**config.mk**
```make
export PLATFORM = sky130hd
export DESIGN_NAME = multiply_mult_pipe_flat
export DESIGN_NICKNAME = d
export VERILOG_FILES = /design/src/rtl/multiply_mult_pipe_if.sv /design/src/rtl/multiply_mult_pipe.sv /design/src/flat_wrapper.sv
export SDC_FILE = /design/constraint.sdc
export NUM_CORES = 2
export LEC_CHECK = 0
export BUFFER_PORTS_ARGS = -buffer_cell sky130_fd_sc_hd__buf_4
export CAP_MARGIN = 30
export CORE_ASPECT_RATIO = 0.7
export CORE_UTILIZATION = 63
export DETAILED_ROUTE_END_ITERATION = 12
export PLACE_DENSITY = 0.83
export SYNTH_ARGS = -nofsm -noshare
export SYNTH_HDL_FRONTEND = slang
export SYNTH_SLANG_ARGS = --single-unit
```
**constraint.sdc**
```tcl
create_clock -name clock -period 9.1 [get_ports clock]
set_input_delay 0.91 -clock clock [delete_from_list [all_inputs] [get_ports clock]]
set_output_delay 0.91 -clock clock [all_outputs]
set_load 0.01 [all_outputs]
```
**src/rtl/multiply_mult_pipe_if.sv**
```systemverilog
// Handshake bundle for the floating-point multiply stage: upstream operands in,
// unbiased exponent / mantissa product out.
interface multiply_mult_pipe_if #(
    parameter int EXP_W = 8,
    parameter int MAN_W = 24,
    parameter int TAG_W = 4
);
    localparam int OP_W   = 1 + EXP_W + MAN_W;
    localparam int PROD_W = 2 * MAN_W + 2;

    logic              in_valid;
    logic              in_ready;
    logic [OP_W-1:0]   a_in;
    logic [OP_W-1:0]   b_in;
    logic [OP_W-1:0]   z_in;
    logic              idle_in;
    logic [TAG_W-1:0]  tag_in;
    logic              out_valid;
    logic              out_ready;
    logic              idle_out;
    logic [OP_W-1:0]   z_out;
    logic [PROD_W-1:0] product_out;
    logic              exp_ovf_out;
    logic [TAG_W-1:0]  tag_out;

    modport slave (
        input  in_valid, a_in, b_in, z_in, idle_in, tag_in, out_ready,
        output in_ready, out_valid, idle_out, z_out, product_out, exp_ovf_out, tag_out
    );

    modport master (
        output in_valid, a_in, b_in, z_in, idle_in, tag_in, out_ready,
        input  in_ready, out_valid, idle_out, z_out, product_out, exp_ovf_out, tag_out
    );
endinterface

```
**src/rtl/multiply_mult_pipe.sv**
```systemverilog
// Elastic multiply stage: exponent add and full mantissa product in stage 1,
// followed by DEPTH-1 register stages with per-stage valid/ready and bubble collapsing.
module multiply_mult_pipe #(
    parameter int EXP_W = 8,
    parameter int MAN_W = 24,
    parameter int DEPTH = 2,
    parameter int TAG_W = 4
) (
    input  logic               clock,
    input  logic               reset,
    multiply_mult_pipe_if.slave bus
);
    localparam int OP_W   = 1 + EXP_W + MAN_W;
    localparam int PROD_W = 2 * MAN_W + 2;
    localparam int BIAS   = (1 << (EXP_W - 1)) - 1;
    localparam logic signed [EXP_W+1:0] EXP_OFS = (EXP_W + 2)'(1 - 2 * BIAS);
    localparam logic signed [EXP_W+1:0] EXP_MIN = (EXP_W + 2)'(-(1 << (EXP_W - 1)));
    localparam logic signed [EXP_W+1:0] EXP_MAX = (EXP_W + 2)'((1 << (EXP_W - 1)) - 1);

    function automatic logic signed [EXP_W+1:0] exp_sum(input logic [EXP_W-1:0] ea,
                                                       input logic [EXP_W-1:0] eb);
        return $signed({2'b00, ea}) + $signed({2'b00, eb}) + EXP_OFS;
    endfunction

    function automatic logic exp_out_of_range(input logic signed [EXP_W+1:0] sum);
        return (sum < EXP_MIN) || (sum > EXP_MAX);
    endfunction

    logic                      s1_sign;
    logic signed [EXP_W+1:0]   s1_exp;
    logic [OP_W-1:0]           s1_z;
    logic [PROD_W-1:0]         s1_prod;
    logic                      s1_ovf;

    logic [DEPTH-1:0]  vld_q, vld_d, idle_q, idle_d, ovf_q, ovf_d;
    logic [OP_W-1:0]   z_q    [DEPTH];
    logic [OP_W-1:0]   z_d    [DEPTH];
    logic [PROD_W-1:0] prod_q [DEPTH];
    logic [PROD_W-1:0] prod_d [DEPTH];
    logic [TAG_W-1:0]  tag_q  [DEPTH];
    logic [TAG_W-1:0]  tag_d  [DEPTH];
    logic [DEPTH-1:0]  rdy;
    logic              rdy_acc;

    always_comb begin
        s1_sign = bus.a_in[OP_W-1] ^ bus.b_in[OP_W-1];
        s1_exp  = exp_sum(bus.a_in[OP_W-2 -: EXP_W], bus.b_in[OP_W-2 -: EXP_W]);
        if (bus.idle_in) begin
            s1_z    = bus.z_in;
            s1_prod = '0;
            s1_ovf  = 1'b0;
        end else begin
            s1_z    = {s1_sign, s1_exp[EXP_W-1:0], {MAN_W{1'b0}}};
            // Widen before multiplying so no product bits are lost.
            s1_prod = {{MAN_W{1'b0}}, bus.a_in[MAN_W-1:0]} * {{MAN_W{1'b0}}, bus.b_in[MAN_W-1:0]}
                      << 2;
            s1_ovf  = exp_out_of_range(s1_exp);
        end
    end

    // A stage may advance when it is empty or anything downstream of it can drain.
    always_comb begin
        rdy_acc = bus.out_ready;
        rdy     = '0;
        for (int k = DEPTH - 1; k >= 0; k--) begin
            rdy_acc = rdy_acc | ~vld_q[k];
            rdy[k]  = rdy_acc;
        end
    end

    always_comb begin
        vld_d  = vld_q;
        idle_d = idle_q;
        ovf_d  = ovf_q;
        z_d    = z_q;
        prod_d = prod_q;
        tag_d  = tag_q;
        // stage 1: compute
        if (rdy[0]) begin
            vld_d[0] = bus.in_valid;
            if (bus.in_valid) begin
                idle_d[0] = bus.idle_in;
                ovf_d[0]  = s1_ovf;
                z_d[0]    = s1_z;
                prod_d[0] = s1_prod;
                tag_d[0]  = bus.tag_in;
            end
        end
        // stages 2..DEPTH: retiming registers
        for (int k = 1; k < DEPTH; k++) begin
            if (rdy[k]) begin
                vld_d[k] = vld_q[k-1];
                if (vld_q[k-1]) begin
                    idle_d[k] = idle_q[k-1];
                    ovf_d[k]  = ovf_q[k-1];
                    z_d[k]    = z_q[k-1];
                    prod_d[k] = prod_q[k-1];
                    tag_d[k]  = tag_q[k-1];
                end
            end
        end
    end

    always_ff @(posedge clock) begin
        if (reset) begin
            vld_q  <= '0;
            idle_q <= '0;
            ovf_q  <= '0;
            for (int k = 0; k < DEPTH; k++) begin
                z_q[k]    <= '0;
                prod_q[k] <= '0;
                tag_q[k]  <= '0;
            end
        end else begin
            vld_q  <= vld_d;
            idle_q <= idle_d;
            ovf_q  <= ovf_d;
            z_q    <= z_d;
            prod_q <= prod_d;
            tag_q  <= tag_d;
        end
    end

    assign bus.in_ready    = rdy[0];
    assign bus.out_valid   = vld_q[DEPTH-1];
    assign bus.idle_out    = idle_q[DEPTH-1];
    assign bus.exp_ovf_out = ovf_q[DEPTH-1];
    assign bus.z_out       = z_q[DEPTH-1];
    assign bus.product_out = prod_q[DEPTH-1];
    assign bus.tag_out     = tag_q[DEPTH-1];
endmodule

```
**src/flat_wrapper.sv**
```systemverilog
// flat-port wrapper written by rule: the top's interface ports become plain ports
module multiply_mult_pipe_flat 
#(
    parameter int EXP_W = 8,
    parameter int MAN_W = 24,
    parameter int DEPTH = 2,
    parameter int TAG_W = 4
)
  (clock, reset, bus_in_valid, bus_a_in, bus_b_in, bus_z_in, bus_idle_in, bus_tag_in, bus_out_ready, bus_in_ready, bus_out_valid, bus_idle_out, bus_z_out, bus_product_out, bus_exp_ovf_out, bus_tag_out);
  multiply_mult_pipe_if #(.EXP_W(EXP_W), .MAN_W(MAN_W), .TAG_W(TAG_W)) bus_i ();
  input  logic clock;
  input  logic reset;
  input wire logic [$bits(bus_i.in_valid)-1:0] bus_in_valid;
  input wire logic [$bits(bus_i.a_in)-1:0] bus_a_in;
  input wire logic [$bits(bus_i.b_in)-1:0] bus_b_in;
  input wire logic [$bits(bus_i.z_in)-1:0] bus_z_in;
  input wire logic [$bits(bus_i.idle_in)-1:0] bus_idle_in;
  input wire logic [$bits(bus_i.tag_in)-1:0] bus_tag_in;
  input wire logic [$bits(bus_i.out_ready)-1:0] bus_out_ready;
  output wire logic [$bits(bus_i.in_ready)-1:0] bus_in_ready;
  output wire logic [$bits(bus_i.out_valid)-1:0] bus_out_valid;
  output wire logic [$bits(bus_i.idle_out)-1:0] bus_idle_out;
  output wire logic [$bits(bus_i.z_out)-1:0] bus_z_out;
  output wire logic [$bits(bus_i.product_out)-1:0] bus_product_out;
  output wire logic [$bits(bus_i.exp_ovf_out)-1:0] bus_exp_ovf_out;
  output wire logic [$bits(bus_i.tag_out)-1:0] bus_tag_out;
  assign bus_i.in_valid = bus_in_valid;
  assign bus_i.a_in = bus_a_in;
  assign bus_i.b_in = bus_b_in;
  assign bus_i.z_in = bus_z_in;
  assign bus_i.idle_in = bus_idle_in;
  assign bus_i.tag_in = bus_tag_in;
  assign bus_i.out_ready = bus_out_ready;
  assign bus_in_ready = bus_i.in_ready;
  assign bus_out_valid = bus_i.out_valid;
  assign bus_idle_out = bus_i.idle_out;
  assign bus_z_out = bus_i.z_out;
  assign bus_product_out = bus_i.product_out;
  assign bus_exp_ovf_out = bus_i.exp_ovf_out;
  assign bus_tag_out = bus_i.tag_out;
  multiply_mult_pipe #(.EXP_W(EXP_W), .MAN_W(MAN_W), .DEPTH(DEPTH), .TAG_W(TAG_W)) u_core (.clock(clock), .reset(reset), .bus(bus_i));
endmodule
```
==> key figures <==
Critical path
  – R2R depth: 8
  – Req. time, crit path: around 9400 ps
  – Worst setup SP type: primary input
  – Flop-to-flop setup slack: around 6100 ps
  – Crit Reg-Reg Endpoint: u_core.prod_q[98]
  – Crit path DAT: 7770 ps
  – WS Path Type: in2reg
  – Worst reg2reg startpoint: u_core.vld_q[1]
  – Critical path startpoint: bus_a_in[15]
  – CP max-delay cell: fa_1
  – CP peak stage delay: around 560 ps
  – Most used cell, CP: fa_1
  – CP Capture Type: register
  – Crit-path max FO: 24

Final layout
  – Final #Nets: about 3800
  – Share of cells above drive strength 1: 0.08040
  – Commonest non-fill, non-tap cell in the layout: nand2_1
  – Area added between synthesis and finish: 5.801%
  – Ant diodes: 0
  – Commonest non-fill, non-tap cells in the layout: nand2_1 (590), inv_1 (567), fa_1 (483)

Flow run
  – Max Cap Violations: 0

STA
  – Max Freq: between 0.1 and 0.15 GHz
  – Least-Margin Pin Slew: 979.8 ps
  – Minimum clock period: approximately 7400 ps
  – Setup_tns: 0 ps
  – Clock Skews: approximately 12 ps
  – RSZ-0062 raised after global routing: false
  – Slew Limit Fails: 0
  – Final hold slack: around 450 ps
  – Fin. Hold Viols: 0
  – Max transition margin: 0.3418
  – Setup-failing EPs final: 0
  – Min setup slack post-route: 1655 ps
  – Period Utilization, post-route: 0.8181

GRT
  – First-pass GRT wire length: roughly 110 mm
  – Initial antenna violation count: 0
  – Number of global-route vias before repair: 21540
  – Total track usage: 0.3231
  – Largest net degree at the start of global routing: 98
  – Aggregate global routing overflow: 0

Worst hold path
  – HP Start: u_core.prod_q[81]
  – Hold Path Depth: 2
  – Hold EP: u_core.prod_q[81]
  – Worst hold path class: reg2reg

Clocking
  – CTS buffer count: 17
  – PostCTS Resize Cnt: 0
  – Number of setup buffers added after CTS: 0
  – Clock buffer depth: 2
  – CTS Sinks: between 150 and 200
  – TritonCTS clock tree: done
  – Clk_lat worst skew: between 400 and 500 ps
  – Root Driver: clkbuf_16
  – Hold Buf Count CTS: 0
  – H-tree depth: 4
  – Worst-path clk slew: 70 ps

Yosys
  – Post-synth EDFFs: 0
  – Post-synth top area share: 0.3681
  – Yosys warns: 0
  – Synth area leaders: fa_1 (37%), dfxtp_1 (13%), ha_1 (8.8%)
  – Yosys reg bits: 176
  – Gate Count Post-Synth: a little over 3000
  – Prevailing post-synth register cell: dfxtp_1
  – Netlist cell types: 60
  – Sequential area share after synthesis: 0.1341
  – Mapped Area: about 26000 um2
  – Synth async-reset ratio: 0
  – Leading area contributor after synthesis: fa_1
  – Avg Inst Size Synth: around 8.5 um2

Floorplan
  – Cell row count: 62
  – Die height: roughly 170 um
  – Chip width: around 250 um
  – Die area: 42530 um2
  – I/O pin total: around 200
  – Effective utilization at floorplan: 0.6402
  – Floorplan core area: 41040 um2

Drt
  – Average wire per standard cell: roughly 18 um
  – Detailed Route WL: ~65 mm
  – Via count: a little over 20000
  – DRC errors left: 2
  – DR iter-0 viols: roughly 1600
  – DR vias/cell: 5.600
  – DRT Pass-1 Iters: 11
  – ANT nets after route: 0

Outcome
  – Failing checks: DRC
  – Outcome: finished, violations left

Place
  – Pre-CTS WS: 1392 ps
  – Buffers on Ports: slightly below 200
  – Gpl congestion: 0.9858
  – Final HPWL DP: slightly above 50 mm
## cell type report
class                           instances  area, um2
Timing Repair Buffer                  203       1528
Multi-Input combinational cell       2094      19320
Clock buffer                           19      442.9
Fill cell                            3173      13240
Sequential cell                       176       3523
Clock inverter                         13      172.7
Tap cell                              544      680.7
Inverter                              567       2128
## state kept, by name, indices dropped and copies added, names as in the netlist
signal and flops:
u_core.z_q 33, u_core.ovf_q 2, u_core.prod_q 48, u_core.vld_q 2, u_core.bus.tag_out 4, u_core.bus.product_out 48
u_core.tag_q 4, u_core.bus.z_out 33, u_core.idle_q 2
## synthesized netlist by cell type, types with 34 or more instances
cell / instances
nand2_1: 591
inv_1: 567
fa_1: 483
and2_1: 285
a21oi_1: 185
ha_1: 184
dfxtp_1: 176
clkbuf_1: 167
buf_4: 88
nor2_1: 53
o21ai_0: 40
xnor2_1: 34
## cells by family after synthesis
| group | share of synthesized area |
|---|---|
| DFF | 0.1341 |
| AOI/OAI and AO/OA | 0.07777 |
| muxes | 0.001143 |
| xor gates and xnor gates | 0.01900 |
| other | 0.0001427 |
| adders and majority gates | 0.4557 |
| buffers and inverters | 0.1311 |
| and+or+nand+nor | 0.1810 |
## through the flow
stage / area, um2 / instances / util
final: 27800 / 3616 / 0.6773
after global routing: 27800 / 3616 / 0.6773
after CTS: 27800 / 3616 / 0.6773
after detailed placement: 27180 / 3584 / 0.6623
after global placement: 27170 / 3583 / 0.6621
after floorplan: 26280 / 3099 / -
## worst max-delay path by stage
stage / endpoint / slack [ps]
2_1_floorplan: u_core.prod_q[94] / 1960
3_3_place_gp: u_core.prod_q[94] / 1520
3_5_place_dp: u_core.prod_q[94] / 1390
4_1_cts: u_core.prod_q[94] / 1830
5_1_grt: u_core.prod_q[94] / 1460
6_report: u_core.prod_q[94] / 1660
## critical path: cells and delay by family
family          cells  cell delay [ps]
fa+ha+maj           8             3920
compound gates      7             1710
simple gates        3              640
buf+inv             7              580
## layer usage
metal | track usage | wire, um
met3 | 0.07574 | 6215
met1 | 0.4311 | 26100
met5 | 0 | 0
met2 | 0.5288 | 31420
met4 | 0.08644 | 1683
Power is not shown: default switching activity piles up to over one toggle a cycle in this logic, so the estimate is an artifact.
